$ cat src/rtl/multi_frequency_counter_pkg.sv
// Shared constants for the multi-channel frequency counter:
// 7-segment glyphs (bit0=a .. bit6=g, active high) and hex decoder.
package freq_pkg;

    localparam logic [6:0] SEG_0     = 7'b0111111;
    localparam logic [6:0] SEG_1     = 7'b0000110;
    localparam logic [6:0] SEG_2     = 7'b1011011;
    localparam logic [6:0] SEG_3     = 7'b1001111;
    localparam logic [6:0] SEG_4     = 7'b1100110;
    localparam logic [6:0] SEG_5     = 7'b1101101;
    localparam logic [6:0] SEG_6     = 7'b1111101;
    localparam logic [6:0] SEG_7     = 7'b0000111;
    localparam logic [6:0] SEG_8     = 7'b1111111;
    localparam logic [6:0] SEG_9     = 7'b1101111;
    localparam logic [6:0] SEG_A     = 7'b1110111;
    localparam logic [6:0] SEG_B     = 7'b1111100;
    localparam logic [6:0] SEG_C     = 7'b0111001;
    localparam logic [6:0] SEG_D     = 7'b1011110;
    localparam logic [6:0] SEG_E     = 7'b1111001;
    localparam logic [6:0] SEG_F     = 7'b1110001;
    localparam logic [6:0] SEG_BLANK = 7'b0000000;

    function automatic logic [6:0] hex_to_seg(input logic [3:0] nib);
        logic [6:0] seg;
        seg = SEG_BLANK;
        case (nib)
            4'h0: seg = SEG_0;
            4'h1: seg = SEG_1;
            4'h2: seg = SEG_2;
            4'h3: seg = SEG_3;
            4'h4: seg = SEG_4;
            4'h5: seg = SEG_5;
            4'h6: seg = SEG_6;
            4'h7: seg = SEG_7;
            4'h8: seg = SEG_8;
            4'h9: seg = SEG_9;
            4'hA: seg = SEG_A;
            4'hB: seg = SEG_B;
            4'hC: seg = SEG_C;
            4'hD: seg = SEG_D;
            4'hE: seg = SEG_E;
            4'hF: seg = SEG_F;
            default: seg = SEG_BLANK;
        endcase
        return seg;
    endfunction

endpackage

$ cat src/rtl/multi_frequency_counter_if.sv
// Pad inputs, control and result/display bundle of the
// multi-channel frequency counter.
interface multi_frequency_counter_if #(
    parameter int NUM_CH   = 4,
    parameter int CNT_W    = 16,
    parameter int PERIOD_W = 12
) ();

    localparam int SEL_W = $clog2(NUM_CH) + 1;

    logic [NUM_CH-1:0]       signal;
    logic                    period_load;
    logic [PERIOD_W-1:0]     period;
    logic                    both_edges;
    logic [SEL_W-1:0]        ch_sel;
    logic [NUM_CH*CNT_W-1:0] count_flat;
    logic [NUM_CH-1:0]       overflow;
    logic                    result_valid;
    logic [6:0]              segments;
    logic                    digit;

    modport master (
        output signal, period_load, period, both_edges, ch_sel,
        input  count_flat, overflow, result_valid, segments, digit
    );

    modport slave (
        input  signal, period_load, period, both_edges, ch_sel,
        output count_flat, overflow, result_valid, segments, digit
    );

endinterface

$ cat src/rtl/multi_frequency_counter_channel.sv
// One measured channel: pad synchroniser, edge detect, saturating
// window counter and latched result/overflow.
module freq_channel #(
    parameter int CNT_W       = 16,
    parameter int SYNC_STAGES = 2
) (
    input  logic             clk,
    input  logic             reset_n,
    input  logic             i_pin,
    input  logic             i_both_edges,
    input  logic             i_gate_end,
    input  logic             i_abort,
    output logic [CNT_W-1:0] o_result,
    output logic             o_overflow
);

    localparam logic [CNT_W-1:0] CNT_MAX = '1;

    logic [SYNC_STAGES-1:0] r_sync;
    logic                   r_hist;
    logic [CNT_W-1:0]       r_cnt;
    logic                   r_ovf_win;
    logic [CNT_W-1:0]       r_result;
    logic                   r_overflow;
    logic                   w_pin_s;
    logic                   w_edge;
    logic                   w_sat;
    logic [CNT_W-1:0]       w_cnt_inc;

    assign w_pin_s   = r_sync[SYNC_STAGES-1];
    assign w_edge    = i_both_edges ? (w_pin_s ^ r_hist)
                                    : (w_pin_s & ~r_hist);
    assign w_sat     = (r_cnt == CNT_MAX);
    assign w_cnt_inc = r_cnt + 1'b1;

    always_ff @(posedge clk or negedge reset_n) begin
        if (!reset_n) begin
            r_sync <= '0;
            r_hist <= 1'b0;
        end else begin
            r_sync <= {r_sync[SYNC_STAGES-2:0], i_pin};
            r_hist <= w_pin_s;
        end
    end

    // Abort wins over gate end: a reloaded window never publishes.
    always_ff @(posedge clk or negedge reset_n) begin
        if (!reset_n) begin
            r_cnt      <= '0;
            r_ovf_win  <= 1'b0;
            r_result   <= '0;
            r_overflow <= 1'b0;
        end else if (i_abort) begin
            r_cnt     <= '0;
            r_ovf_win <= 1'b0;
        end else if (i_gate_end) begin
            r_result   <= (w_edge && !w_sat) ? w_cnt_inc : r_cnt;
            r_overflow <= r_ovf_win | (w_edge & w_sat);
            r_cnt      <= '0;
            r_ovf_win  <= 1'b0;
        end else if (w_edge) begin
            if (w_sat) begin
                r_ovf_win <= 1'b1;
            end else begin
                r_cnt <= w_cnt_inc;
            end
        end
    end

    assign o_result   = r_result;
    assign o_overflow = r_overflow;

endmodule

$ cat src/rtl/multi_frequency_counter.sv
// Multi-channel edge counter over a common loadable gate window,
// with a 2-digit multiplexed hex view of one selected channel.
module multi_frequency_counter #(
    parameter int NUM_CH         = 4,
    parameter int CNT_W          = 16,
    parameter int PERIOD_W       = 12,
    parameter int DEFAULT_PERIOD = 1200,
    parameter int SYNC_STAGES    = 2,
    parameter int DISP_DIV       = 10
) (
    input logic                      clk,
    input logic                      reset_n,
    multi_frequency_counter_if.slave bus
);

    import freq_pkg::*;

    localparam int SEL_W = $clog2(NUM_CH) + 1;
    localparam int EXT_W = (CNT_W > 8) ? CNT_W : 8;

    logic [PERIOD_W-1:0] r_period;
    logic [PERIOD_W-1:0] r_gate_cnt;
    logic                r_valid;
    logic                w_load;
    logic                w_gate_end;
    logic [CNT_W-1:0]    w_result [NUM_CH];
    logic [NUM_CH-1:0]   w_ovf;

    logic [DISP_DIV-1:0] r_div;
    logic                r_digit;
    logic [6:0]          r_seg;
    logic                w_digit_nxt;
    logic [EXT_W-1:0]    w_ext;
    logic [7:0]          w_byte;
    logic [3:0]          w_nib;
    logic                w_sel_ok;
    logic [6:0]          w_seg_nxt;

    assign w_load     = bus.period_load && (bus.period != '0);
    assign w_gate_end = (r_gate_cnt == r_period - 1'b1);

    always_ff @(posedge clk or negedge reset_n) begin
        if (!reset_n) begin
            r_period   <= PERIOD_W'(DEFAULT_PERIOD);
            r_gate_cnt <= '0;
            r_valid    <= 1'b0;
        end else begin
            r_valid <= w_gate_end & ~w_load;
            if (w_load) begin
                r_period   <= bus.period;
                r_gate_cnt <= '0;
            end else if (w_gate_end) begin
                r_gate_cnt <= '0;
            end else begin
                r_gate_cnt <= r_gate_cnt + 1'b1;
            end
        end
    end

    for (genvar g = 0; g < NUM_CH; g++) begin : g_ch
        freq_channel #(
            .CNT_W       (CNT_W),
            .SYNC_STAGES (SYNC_STAGES)
        ) u_ch (
            .clk          (clk),
            .reset_n      (reset_n),
            .i_pin        (bus.signal[g]),
            .i_both_edges (bus.both_edges),
            .i_gate_end   (w_gate_end),
            .i_abort      (w_load),
            .o_result     (w_result[g]),
            .o_overflow   (w_ovf[g])
        );
        assign bus.count_flat[g*CNT_W +: CNT_W] = w_result[g];
    end

    assign bus.overflow     = w_ovf;
    assign bus.result_valid = r_valid;

    always_comb begin
        w_ext = '0;
        for (int i = 0; i < NUM_CH; i++) begin
            if (bus.ch_sel == SEL_W'(i)) begin
                w_ext = EXT_W'(w_result[i]);
            end
        end
    end

    // Segments follow the digit value being registered alongside them.
    assign w_byte      = w_ext[7:0];
    assign w_sel_ok    = (bus.ch_sel < SEL_W'(NUM_CH));
    assign w_digit_nxt = (&r_div) ? ~r_digit : r_digit;
    assign w_nib       = w_digit_nxt ? w_byte[7:4] : w_byte[3:0];
    assign w_seg_nxt   = w_sel_ok ? hex_to_seg(w_nib) : SEG_BLANK;

    always_ff @(posedge clk or negedge reset_n) begin
        if (!reset_n) begin
            r_div   <= '0;
            r_digit <= 1'b0;
            r_seg   <= SEG_0;
        end else begin
            r_div   <= r_div + 1'b1;
            r_digit <= w_digit_nxt;
            r_seg   <= w_seg_nxt;
        end
    end

    assign bus.segments = r_seg;
    assign bus.digit    = r_digit;

endmodule

$ cat src/flat_wrapper.sv
// flat-port wrapper written by rule: the top's interface ports become plain ports
module multi_frequency_counter_flat import freq_pkg::*;
#(
    parameter int NUM_CH         = 4,
    parameter int CNT_W          = 16,
    parameter int PERIOD_W       = 12,
    parameter int DEFAULT_PERIOD = 1200,
    parameter int SYNC_STAGES    = 2,
    parameter int DISP_DIV       = 10
)
  (clk, reset_n, bus_signal, bus_period_load, bus_period, bus_both_edges, bus_ch_sel, bus_count_flat, bus_overflow, bus_result_valid, bus_segments, bus_digit);
  multi_frequency_counter_if #(.NUM_CH(NUM_CH), .CNT_W(CNT_W), .PERIOD_W(PERIOD_W)) bus_i ();
  input logic clk;
  input logic reset_n;
  input wire logic [$bits(bus_i.signal)-1:0] bus_signal;
  input wire logic [$bits(bus_i.period_load)-1:0] bus_period_load;
  input wire logic [$bits(bus_i.period)-1:0] bus_period;
  input wire logic [$bits(bus_i.both_edges)-1:0] bus_both_edges;
  input wire logic [$bits(bus_i.ch_sel)-1:0] bus_ch_sel;
  output wire logic [$bits(bus_i.count_flat)-1:0] bus_count_flat;
  output wire logic [$bits(bus_i.overflow)-1:0] bus_overflow;
  output wire logic [$bits(bus_i.result_valid)-1:0] bus_result_valid;
  output wire logic [$bits(bus_i.segments)-1:0] bus_segments;
  output wire logic [$bits(bus_i.digit)-1:0] bus_digit;
  assign bus_i.signal = bus_signal;
  assign bus_i.period_load = bus_period_load;
  assign bus_i.period = bus_period;
  assign bus_i.both_edges = bus_both_edges;
  assign bus_i.ch_sel = bus_ch_sel;
  assign bus_count_flat = bus_i.count_flat;
  assign bus_overflow = bus_i.overflow;
  assign bus_result_valid = bus_i.result_valid;
  assign bus_segments = bus_i.segments;
  assign bus_digit = bus_i.digit;
  multi_frequency_counter #(.NUM_CH(NUM_CH), .CNT_W(CNT_W), .PERIOD_W(PERIOD_W), .DEFAULT_PERIOD(DEFAULT_PERIOD), .SYNC_STAGES(SYNC_STAGES), .DISP_DIV(DISP_DIV)) u_core (.clk(clk), .reset_n(reset_n), .bus(bus_i));
endmodule
$ cat config.mk
export PLATFORM = sky130hd
export DESIGN_NAME = multi_frequency_counter_flat
export DESIGN_NICKNAME = d
export VERILOG_FILES = /design/src/rtl/multi_frequency_counter_pkg.sv /design/src/rtl/multi_frequency_counter_if.sv /design/src/rtl/multi_frequency_counter_channel.sv /design/src/rtl/multi_frequency_counter.sv /design/src/flat_wrapper.sv
export SDC_FILE = /design/constraint.sdc
export NUM_CORES = 1
export LEC_CHECK = 0
export CAP_MARGIN = 20
export CELL_PAD_IN_SITES_DETAIL_PLACEMENT = 0
export CELL_PAD_IN_SITES_GLOBAL_PLACEMENT = 1
export CORE_MARGIN = 2
export CORE_UTILIZATION = 45
export CTS_CLUSTER_SIZE = 16
export DETAILED_ROUTE_END_ITERATION = 8
export GPL_TIMING_DRIVEN = 1
export PLACE_DENSITY_LB_ADDON = 0.1
export SYNTH_ARGS = -nofsm -noshare
export SYNTH_HDL_FRONTEND = slang
export SYNTH_SLANG_ARGS = --single-unit
$ cat constraint.sdc
create_clock -name clk -period 6.2 [get_ports clk]
set_input_delay 1.24 -clock clk [delete_from_list [all_inputs] [get_ports clk]]
set_output_delay 1.24 -clock clk [all_outputs]
set_load 0.05 [all_outputs]
After elaboration in Yosys (flattened, before gate mapping)
Memories as Yosys holds them, arrays and structs flattened. Cells that the tools add are included.

Add/subtract/negate cells: 7. $lt $le $gt $ge: 1. Equal/unequal tests: 12. Multiplexer cells: 49. Bitwise logic cells: 23. Reduce and logical (&&, ||, !) cells: 29.

Operators by type and width (count): 16-bit two-way mux (20); 16-bit by 1-bit adder with 16-bit output (second input constant) (4); 16-bit == test (second input constant) (4); 8-bit two-way mux (4); 12-bit two-way mux (2); 3-bit nonzero test (8); 1-bit two-way mux (21); 2-bit AND reduction (9); 12-bit by 1-bit adder with 12-bit output (second input constant) (1); 12-bit == test (1); 3-bit by 1-bit inequality test with 1-bit output (second input constant) (4); 12-bit nonzero test (1); 12-bit by 1-bit subtractor with 12-bit output (second input constant) (1); 10-bit by 1-bit adder with 10-bit output (second input constant) (1); 10-bit AND reduction (1); 1-bit bitwise AND (9); 7-bit two-way mux (1); 3-bit by 2-bit == test with 1-bit output (second input constant) (2); 1-bit NOT (6); 1-bit logical AND (5); 1-bit zero test (4); 4-bit two-way mux (1); 1-bit OR (4); 1-bit XOR (4); 3 further kinds (3).

Bits in registers: 191. ROM bits: 112. Input bits: 23. Output and inout port bits: 77. Word-level logic and storage cells: 152. Memories kept: 1.

Memory list: (no name shown) (depth 16, bits a word 7, rd ports 1, clocked after Yosys merged registers in 0, wr ports 0, line multi_frequency_counter_pkg.sv:26) `case (nib)`.

Longest topological paths before layout
Gate-level depths: netlist of run 1. An unclocked memory read counts as a cell.

Depth after elaboration: 8. Depth in mapped cells: 12. Depth with buffers taken out: 11.

Hierarchy
From an unflattened synthesis of run 1, not the netlist that was laid out.

Cell total of the unflattened synthesis: 929. Area total of the unflattened synthesis: 9499.1 um2.

By module, submodules not included: freq_channel (instances 4, cells each 163, area each 1659.1 um2, seq. area each 925.9 um2); multi_frequency_counter (instances 1, cells each 277, area each 2862.7 um2, seq. area each 1088.5 um2).

Worst setup path before layout of run 1
No wires, ideal clock.

Path type: input-to-reg. From: in bus_ch_sel[0]. To: reg u_core.r_seg[0] (netlist: u_core.bus.segments[0]). Setup time: 60 ps. Arrival time: 3715 ps. Required time: 6140 ps. Slack: 2425 ps. Stages: 10. Buffers on the path: 1. Cells stage by stage: clkbuf_1 mux4_2 nand2_1 a21oi_1 a31oi_1 inv_1 ha_1 and3_1 a2111oi_0 a31o_2.

Longest elaborated chain between the ends: 8. Elaborated cells on any way between the ends: 12. Those cells by class: order compare: 1; eq/ne: 3; mux: 6; reduce/logical: 1; memory: 1.

RTL lines: start, declared (line flat_wrapper.sv:19) `input wire logic [$bits(bus_i.ch_sel)-1:0] bus_ch_sel;`; 3-bit zero test (line multi_frequency_counter.sv:83) `if (bus.ch_sel == SEL_W'(i)) begin`; 8-bit two-way mux (4 in a row) (line multi_frequency_counter.sv:83); 4-bit two-way mux (line multi_frequency_counter.sv:93) `assign w_nib = w_digit_nxt ? w_byte[7:4] : w_byte[3:0];`; memory 16 x 7 bit; 7-bit two-way mux * (line multi_frequency_counter.sv:94) `assign w_seg_nxt = w_sel_ok ? hex_to_seg(w_nib) : SEG_BLANK;`; via u_core.w_seg_nxt[0] (line multi_frequency_counter.sv:37) `logic [6:0] w_seg_nxt;`; end signal, assigned (line multi_frequency_counter.sv:104) `r_seg <= w_seg_nxt;`; end, declared (line multi_frequency_counter.sv:31) `logic [6:0] r_seg;`.

The timed path passes the listed nets; every way through them passes the cells marked *. A chain may end at the register's enable or synchronous reset.

Worst setup path in the final report of run 1
Ends and elaborated chain as after synthesis.

==> reports/qor.csv, run 1 <==
metric,value,unit
critical path capture point type,register,
Initial DRT Pass Iterations,5,
Initial Util,45.7,%
Final setup violation count,0,
IO buf count,99,
total CTS buffers,17,
Hold Buf Count CTS,0,
IO Pins,100,
"commonest cells after routing, fill and taps aside","181 x dfrtp_1, 100 x nor2_1, 98 x clkdlybuf4s50_1",
number of hold violations in the final report,0,
DRC viols,0,
Worst path top cell family by delay,compound AO/OA/AOI/OAI gates,
Post-synth EDFFs,0,
CTS Sinks,191,
unrepaired setup endpoints after global routing,false,
maxcap violations,0,
fill count,1744,
count of different cell masters after synthesis,59,
CORE AREA,20200,um^2
"slowest stage delay, CP",0.77,ns
Routed wire per std cell,16.0,um
"slowest stage cell, crit path",clkdlybuf4s50_1,
post-synth top area share,49.2,%
Syn Nets,889,
setup bufs post-CTS,0,
CP Buf/Inv Count,2,
vias in the first global route,6742,
Antenna diodes,0,
Final Cycle Share,65.2,%
Critical Path AT,4.41,ns
setup_tns,0,ns
Clock Latency Late Sink,0.44,ns
pwr dens,247,nW/um^2
largest net degree at the start of global routing,92,
Root Driver,clkbuf_16,
"Slew Viols, Final",0,
Gate Count Post-Synth,849,
cell count of the worst reg-to-reg path,7,
share of layout cells above drive strength 1,8.58,%
clock skew,0.00871,ns
initial antenna violation count,0,
die width,147,um
final core occ,54.6,%
clock transition at the registers of the reported paths,0.07,ns
measured slew at the worst slew-check pin,0.906,ns
status,"finished, final reports clean",
kind of critical path,in -> reg,
Syn Area/Cell,10.8,um^2
largest cells by area after synthesis,"dfrtp_1 49%, mux2i_1 7.8%, xnor2_1 5.1%",
crit start category,input port,
"Primary FF master, synth",dfrtp_1,
TritonCTS clock tree,done,
Max VDD drop,175,uV
initial DRC count,278,
number of synthesized register bits,191,
Max Freq,247,MHz
"Seq/Total Area, Yosys",52.0,%
GPL Wtd Cong,0.838,
Layout area overhead,19.6,%
clk buf depth,2,
min-delay worst type,reg -> reg,
minimum clock period,4.04,ns
Congestion Overflow GR,0,
die area,21600,um^2
Total GRT Usage,19.6,%
ANT nets after route,0,
Netlist Area Pre-Place,9210,um^2
Max H-tree Level,4,
first-pass GRT wire length,34000,um
asr flop ratio synth,100,%
Vias,6325,
"Cell Chain, Critical Path","clkdlybuf4s50_1, mux4_2, nand2_1, a21oi_1, a31oi_1, inv_1, ha_1, and3_1, a2111oi_0, a31o_2",
WP data required,6.57,ns
Final Power,2.72,mW
final net count,983,
die span in y,147,um
Ys Warns,0,
cell count along the critical path,10,
Synth area leader,dfrtp_1,
Row Count,52,
hpwl dp,14100,um
leakage power total,5.37,nW
"commonest non-fill, non-tap cell in the layout",dfrtp_1,
final wirelength,19600,um
Max-slew headroom,39.4,%
vias per cell,5.16,
Worst Path Max Fanout,8,
# resized after CTS,0,
Hold Path Cell Cnt,0,
[state kept, by name, indices dropped and copies added, names as in the netlist, 7 cells and up]
signal / count
u_core.r_period: 12
u_core.g_ch.u_ch.o_result: 64
u_core.g_ch.u_ch.r_cnt: 64
u_core.r_div: 10
u_core.g_ch.u_ch.r_sync: 8
u_core.r_gate_cnt: 12
u_core.bus.segments: 7
[synthesized netlist by cell type (all sizes together) (17+ instances only)]
cell   count
nor2     100
nor3      24
nand3     40
dfrtp    181
mux2i     72
nor2b     17
buf       22
mux2      20
xnor2     54
inv       90
nand2     32
ha        17
nand4     18
xor2      29
[stage by stage]
step                      area, um^2  instances  hold WS (ns)  setup slack [ns]
after floorplan                 9210        849         0.331              2.43
after global placement         10400       1194         0.336              1.95
after detailed placement       10400       1194         0.341              1.76
final                          11000       1226         0.354              2.16
after CTS                      11000       1226         0.355              2.21
after global routing           11000       1226         0.363              2.01
[metal layers]
layer | GRT usage, % | up-vias | routed length (um)
li1 | - | 3057 | -
met1 | 25.8 | 3152 | 9260
met2 | 33.2 | 98 | 9520
met3 | 4.04 | 18 | 617
met4 | 5.10 | 0 | 221
met5 | 0 | - | 0
[layout make-up]
cell class / instances / area, um^2 / area share, %
Sequential cell: 191 / 4790 / 43.5
Multi-Input combinational cell: 538 / 3920 / 35.6
Timing Repair Buffer: 105 / 1040 / 9.44
Clock buffer: 18 / 429 / 3.90
Inverter: 90 / 338 / 3.07
Tap cell: 270 / 338 / 3.07
Clock inverter: 14 / 159 / 1.44
[path summary, 6_finish.rpt]
kind                                                    start                          endpoint  slack, ns
worst min-delay path            u_core.g_ch[2].u_ch.r_sync[0]     u_core.g_ch[2].u_ch.r_sync[1]       0.35
min in group asynchronous                             reset_n  u_core.g_ch[1].u_ch.o_result[13]       0.87
worst max register to register             u_core.r_period[2]  u_core.g_ch[0].u_ch.o_result[14]       2.56
worst min register to register  u_core.g_ch[2].u_ch.r_sync[0]     u_core.g_ch[2].u_ch.r_sync[1]       0.35
worst max-delay path                            bus_ch_sel[0]            u_core.bus.segments[0]       2.16
max in group asynchronous                             reset_n        u_core.g_ch[2].u_ch.r_hist       4.12
[cell families after synthesis]
kind of cell / share of synthesized area, %
AO/OA/AOI/OAI: 4.50
multiplexers: 12.2
adder cells (fa/ha/maj): 2.31
buffers and inverters: 5.58
AND/OR/NAND/NOR: 15.4
flip-flops: 52.0
XOR/XNOR: 7.90
[power by group]
group          internal (mW)  switching, mW  total, mW
Sequential              1.29         0.0389       1.33
Clock                  0.601          0.497       1.10
Combinational          0.109          0.183      0.292
Note: power is estimated with default switching activity, not from simulation.
==> run 2: changes to the inputs <==
- CORE_UTILIZATION: 45 -> 41
- clock period: 6.2 -> 3.7 ns (I/O delays scaled with it)
==> run 2 against run 1 <==
Against the previous run: first-iteration DRC count is 16% higher; die area is 9.5% higher; via count increased by 0.17%; hold slack got worse by 0.0013 ns; routed wire length increased by 2.2%; power grew 69%; non-clock buffer count grew 9; count of clock-buffer cells in the layout rose by 3.
==> reports/qor.csv, run 2 (synthesized netlist as in run 1, its figures left out) <==
metric,value,unit,change
Congestion Overflow GR,0,,unchanged
minimum clock period,3.15,ns,
# resized after CTS,0,,unchanged
pwr dens,413,nW/um^2,+67%
Initial Util,41.9,%,-3.7 points
Final Cycle Share,85.2,%,
Routed wire per std cell,16.1,um,+0.65%
final net count,992,,+0.92%
die area,23700,um^2,+9.5%
IO Pins,100,,unchanged
CORE AREA,22000,um^2,+8.9%
Placed Instances,1213,,+1.6%
Vias,6336,,+0.17%
cell count of the worst reg-to-reg path,7,,unchanged
Initial DRT Pass Iterations,6,,+1
setup bufs post-CTS,0,,unchanged
Final setup violation count,0,,unchanged
TritonCTS clock tree,done,,
CTS Sinks,191,,unchanged
"commonest cells after routing, fill and taps aside","181 x dfrtp_1, 100 x nor2_1, 98 x clkdlybuf4s50_1",,
Total GRT Usage,17.9,%,-1.7 points
final wirelength,20000,um,+2.2%
clock transition at the registers of the reported paths,0.07,ns,about the same
vias per cell,5.09,,-1.4%
Layout area overhead,20.9,%,
Max Freq,317,MHz,
critical path capture point type,register,,
fill count,1952,,+12%
area occupied by multi-input gates,3920,um^2,unchanged
setup_tns,0,ns,unchanged
die span in y,154,um,+4.6%
min-delay worst type,in -> async,,
first-pass GRT wire length,34000,um,-0.22%
WP data required,4.01,ns,-2.56 ns
maxcap violations,0,,unchanged
measured slew at the worst slew-check pin,0.677,ns,-0.229 ns
GPL Wtd Cong,0.859,,+2.6%
unrepaired setup endpoints after global routing,false,,
largest net degree at the start of global routing,84,,-8.7%
initial DRC count,323,,+16%
register area,4790,um^2,unchanged
IO buf count,99,,unchanged
number of hold violations in the final report,0,,unchanged
leakage power total,5.45,nW,+1.3%
Max H-tree Level,4,,unchanged
share of layout cells above drive strength 1,9.43,%,+0.85 points
DRC viols,0,,unchanged
total CTS buffers,17,,unchanged
hpwl dp,14700,um,+4.3%
clock skew,0.0132,ns,+0.00453 ns
die width,154,um,+4.6%
Critical Path Source,u_core.r_period[0],,
kind of critical path,reg -> reg,,
Critical Path AT,3.46,ns,-0.95 ns
worst r2r src,u_core.r_period[0],,
status,"finished, final reports clean",,
Row Count,54,,+3.8%
Max-slew headroom,54.9,%,+15 points
initial antenna violation count,0,,unchanged
Clock Latency Late Sink,0.43,ns,about the same
"Slew Viols, Final",0,,unchanged
"commonest non-fill, non-tap cell in the layout",dfrtp_1,,
vias in the first global route,6634,,-1.6%
clk buf depth,2,,unchanged
Worst Path Max Fanout,15,,+7
Max VDD drop,235,uV,+34%
Hold Buf Count CTS,0,,unchanged
ANT nets after route,0,,unchanged
non-filler instance count after layout,1245,,+1.5%
crit start category,register,,
Root Driver,clkbuf_16,,
Antenna diodes,0,,unchanged
## run 2: layer usage
layer / track usage, % / part of all wire (%) / vias to the layer above
met1: 23.2 / 46 / 3156
met5: 0 / 0 / -
met3: 3.10 / 2.7 / 17
met4: 5.87 / 1.6 / 0
li1: - / - / 3065
met2: 30.5 / 49 / 98
## run 2: final timing paths
| path | slack [ns] | end |
|---|---|---|
| worst max-delay path | 0.55 | u_core.g_ch[3].u_ch.o_overflow |
| worst min-delay path | 0.35 | u_core.g_ch[1].u_ch.o_overflow |
| worst max register to register | 0.55 | u_core.g_ch[3].u_ch.o_overflow |
| worst min register to register | 0.36 | u_core.g_ch[1].u_ch.r_sync[1] |
| max in group asynchronous | 2.44 | u_core.r_period[5] |
| min in group clk | 0.36 | u_core.g_ch[1].u_ch.r_sync[1] |
## run 2: power breakdown
group | total [mW] | leakage, nW | switching, mW | internal, mW
clock network | 1.87 | 0.294 | 0.815 | 1.06
registers | 2.23 | 2.25 | 0.0667 | 2.16
logic | 0.494 | 2.90 | 0.307 | 0.187
## run 2: stage by stage
step	setup slack [ns]	hold WS, ns	instance area (um^2)	power (mW)	utilization (%)
global placement	0.304	0.344	10500	2.75	48.0
finish	0.547	0.352	11100	4.59	50.7
global route	0.315	0.376	11100	4.79	50.7
detailed placement	0.257	0.340	10500	2.77	48.0
CTS	0.510	0.366	11100	4.65	50.7
floorplan	0.425	0.331	9210	2.56	-
## run 2: worst max-delay path: stages, from the launching register on
cell and delay [ns]:
dfrtp_1 0.42, or4_4 0.57, or3_4 0.39, a2111oi_4 0.40
nand3b_1 0.13, nand4bb_4 0.48, buf_4 0.33, mux2_1 0.31
## run 2: layout make-up
class / count / area share [%]
Sequential cell: 191 / 43.0
Multi-Input combinational cell: 538 / 35.2
Timing Repair Buffer: 114 / 10.2
Clock buffer: 21 / 4.23
Tap cell: 280 / 3.15
Inverter: 90 / 3.03
Clock inverter: 11 / 1.17
==> run 3: changes to the inputs <==
==> constraint.sdc (replaced) <==
create_clock -name clk -period 3.7 [get_ports clk]
set_input_delay 0.925 -clock clk [delete_from_list [all_inputs] [get_ports clk]]
set_output_delay 0.925 -clock clk [all_outputs]
set_load 0.05 [all_outputs]
==> run 3 against run 2 <==
Against the previous run: power up 0.71%; first-iteration DRC count is 8.0% lower; flip-flop and latch count did not move; sequential power barely moved; via count is 0.49% lower; clock skew is 0.0019 ns lower; utilization grew 0.063 points; maximum frequency down 2.2%; hold slack lost 0.0030 ns; critical path type is now in -> reg; critical endpoint is now u_core.bus.segments[0].
==> reports/qor.csv, run 3 (synthesized netlist as in run 1, its figures left out) <==
metric,value,unit,change
Worst Path Max Fanout,6,,-9
GPL Wtd Cong,0.848,,-1.2%
critical path capture point type,register,,
Worst path top cell family by delay,buffers and inverters,,
CTS Sinks,191,,unchanged
Root Driver,clkbuf_16,,
Initial DRT Pass Iterations,7,,+1
Initial Util,41.9,%,unchanged
Max-slew headroom,44.9,%,-9.9 points
CP Buf/Inv Count,3,,+2
maxcap violations,0,,unchanged
Max Freq,310,MHz,-2.2%
area occupied by multi-input gates,3920,um^2,unchanged
"slowest stage cell, crit path",clkdlybuf4s50_1,,
vias per cell,5.08,,-0.25%
final wirelength,20000,um,about the same
first-pass GRT wire length,33700,um,-0.89%
minimum clock period,3.22,ns,+0.0695 ns
clock skew,0.0114,ns,-0.00186 ns
Vias,6305,,-0.49%
number of hold violations in the final report,0,,unchanged
measured slew at the worst slew-check pin,0.826,ns,+0.149 ns
setup bufs post-CTS,0,,unchanged
largest net degree at the start of global routing,102,,+21%
ANT nets after route,0,,unchanged
"Slew Viols, Final",0,,unchanged
hpwl dp,14500,um,-1.2%
initial antenna violation count,0,,unchanged
kind of critical path,in -> reg,,
WP data required,4.08,ns,+0.07 ns
DRC viols,0,,unchanged
Row Count,54,,unchanged
clk buf depth,2,,unchanged
Final Cycle Share,87.1,%,+1.9 points
die area,23700,um^2,unchanged
vias in the first global route,6559,,-1.1%
Max H-tree Level,4,,unchanged
Final setup violation count,0,,unchanged
Clock Latency Late Sink,0.43,ns,about the same
Hold Buf Count CTS,0,,unchanged
status,"finished, final reports clean",,
unrepaired setup endpoints after global routing,false,,
Antenna diodes,0,,unchanged
"Cell Chain, Critical Path","clkdlybuf4s50_1, buf_4, mux4_2, a31oi_1, inv_1, ha_1, and3_1, a2111oi_0, a31o_2",,
min-delay worst type,reg -> reg,,
Final Cell Area,11100,um^2,+0.12%
Routed wire per std cell,16.1,um,+0.24%
total CTS buffers,17,,unchanged
die span in y,154,um,unchanged
Congestion Overflow GR,0,,unchanged
Max VDD drop,281,uV,+19%
register area,4790,um^2,unchanged
"commonest cells after routing, fill and taps aside","181 x dfrtp_1, 100 x nor2_1, 98 x clkdlybuf4s50_1",,
IO buf count,99,,unchanged
Total GRT Usage,17.8,%,-0.090 points
final net count,990,,-0.20%
# resized after CTS,0,,unchanged
share of layout cells above drive strength 1,9.25,%,-0.18 points
DP Area,10500,um^2,about the same
setup_tns,0,ns,unchanged
IO Pins,100,,unchanged
final core occ,50.8,%,+0.063 points
leakage power total,5.45,nW,about the same
worst hold slack,0.349,ns,-0.00296 ns
initial DRC count,297,,-8.0%
"slowest stage delay, CP",0.55,ns,-0.02 ns
CORE AREA,22000,um^2,unchanged
fill count,1956,,+0.20%
Final Power,4.63,mW,+0.71%
Critical Path AT,3.60,ns,+0.14 ns
clock transition at the registers of the reported paths,0.07,ns,about the same
pwr dens,415,nW/um^2,+0.59%
"commonest non-fill, non-tap cell in the layout",dfrtp_1,,
Layout area overhead,21.0,%,
TritonCTS clock tree,done,,
die width,154,um,unchanged
crit start category,input port,,
## run 3: worst reg2reg max path: cells and delay by family, from the launching register on
| family | cells | cell delay, ns |
|---|---|---|
| AOI/OAI and AO/OA | 2 | 0.59 |
| adders and majority gates | 2 | 0.54 |
| buffers and inverters | 1 | 0.08 |
| DFF | 1 | 0.42 |
| muxes | 1 | 0.27 |
| and+or+nand+nor | 4 | 1.22 |
## run 3: layout make-up
type / count / share of cell area [%]
multi-input combinational: 538 / 35.2
timing repair buffer: 112 / 10.2
inverter: 90 / 3.03
clock inverter: 12 / 1.36
tap: 280 / 3.14
sequential: 191 / 43.0
clock buffer: 19 / 4.06
## run 3: layer usage
layer | vias up | share of wire, % | track usage, %
li1 | 3066 | - | -
met5 | - | 0 | 0
met1 | 3144 | 47 | 23.7
met4 | 0 | 0.70 | 4.23
met2 | 84 | 49 | 30.1
met3 | 11 | 2.9 | 3.55
## run 3: final timing paths
path,cells after the start,endpoint,start,slack [ns]
worst max-delay path,9,u_core.bus.segments[0],bus_ch_sel[0],0.48
worst min-delay path,0,u_core.g_ch[1].u_ch.r_sync[1],u_core.g_ch[1].u_ch.r_sync[0],0.35
worst max register to register,10,u_core.bus.segments[0],u_core.r_div[0],0.52
worst min register to register,0,u_core.g_ch[1].u_ch.r_sync[1],u_core.g_ch[1].u_ch.r_sync[0],0.35
max in group asynchronous,2,u_core.bus.segments[0],reset_n,2.26
min in group asynchronous,1,u_core.g_ch[0].u_ch.r_cnt[12],reset_n,0.58
## run 3: stage by stage
| stage | worst slack [ns] | cells |
|---|---|---|
| after global routing | 0.193 | 1242 |
| after detailed placement | 0.0512 | 1211 |
| after CTS | 0.535 | 1242 |
| after floorplan | 0.240 | 849 |
| after global placement | 0.179 | 1211 |
| final | 0.477 | 1242 |
## run 3: report_power, final
group	switching [mW]	total [mW]	internal [mW]	leakage, nW
sequential	0.0654	2.22	2.16	2.25
combinational	0.308	0.499	0.191	2.90
clock	0.850	1.90	1.05	0.294
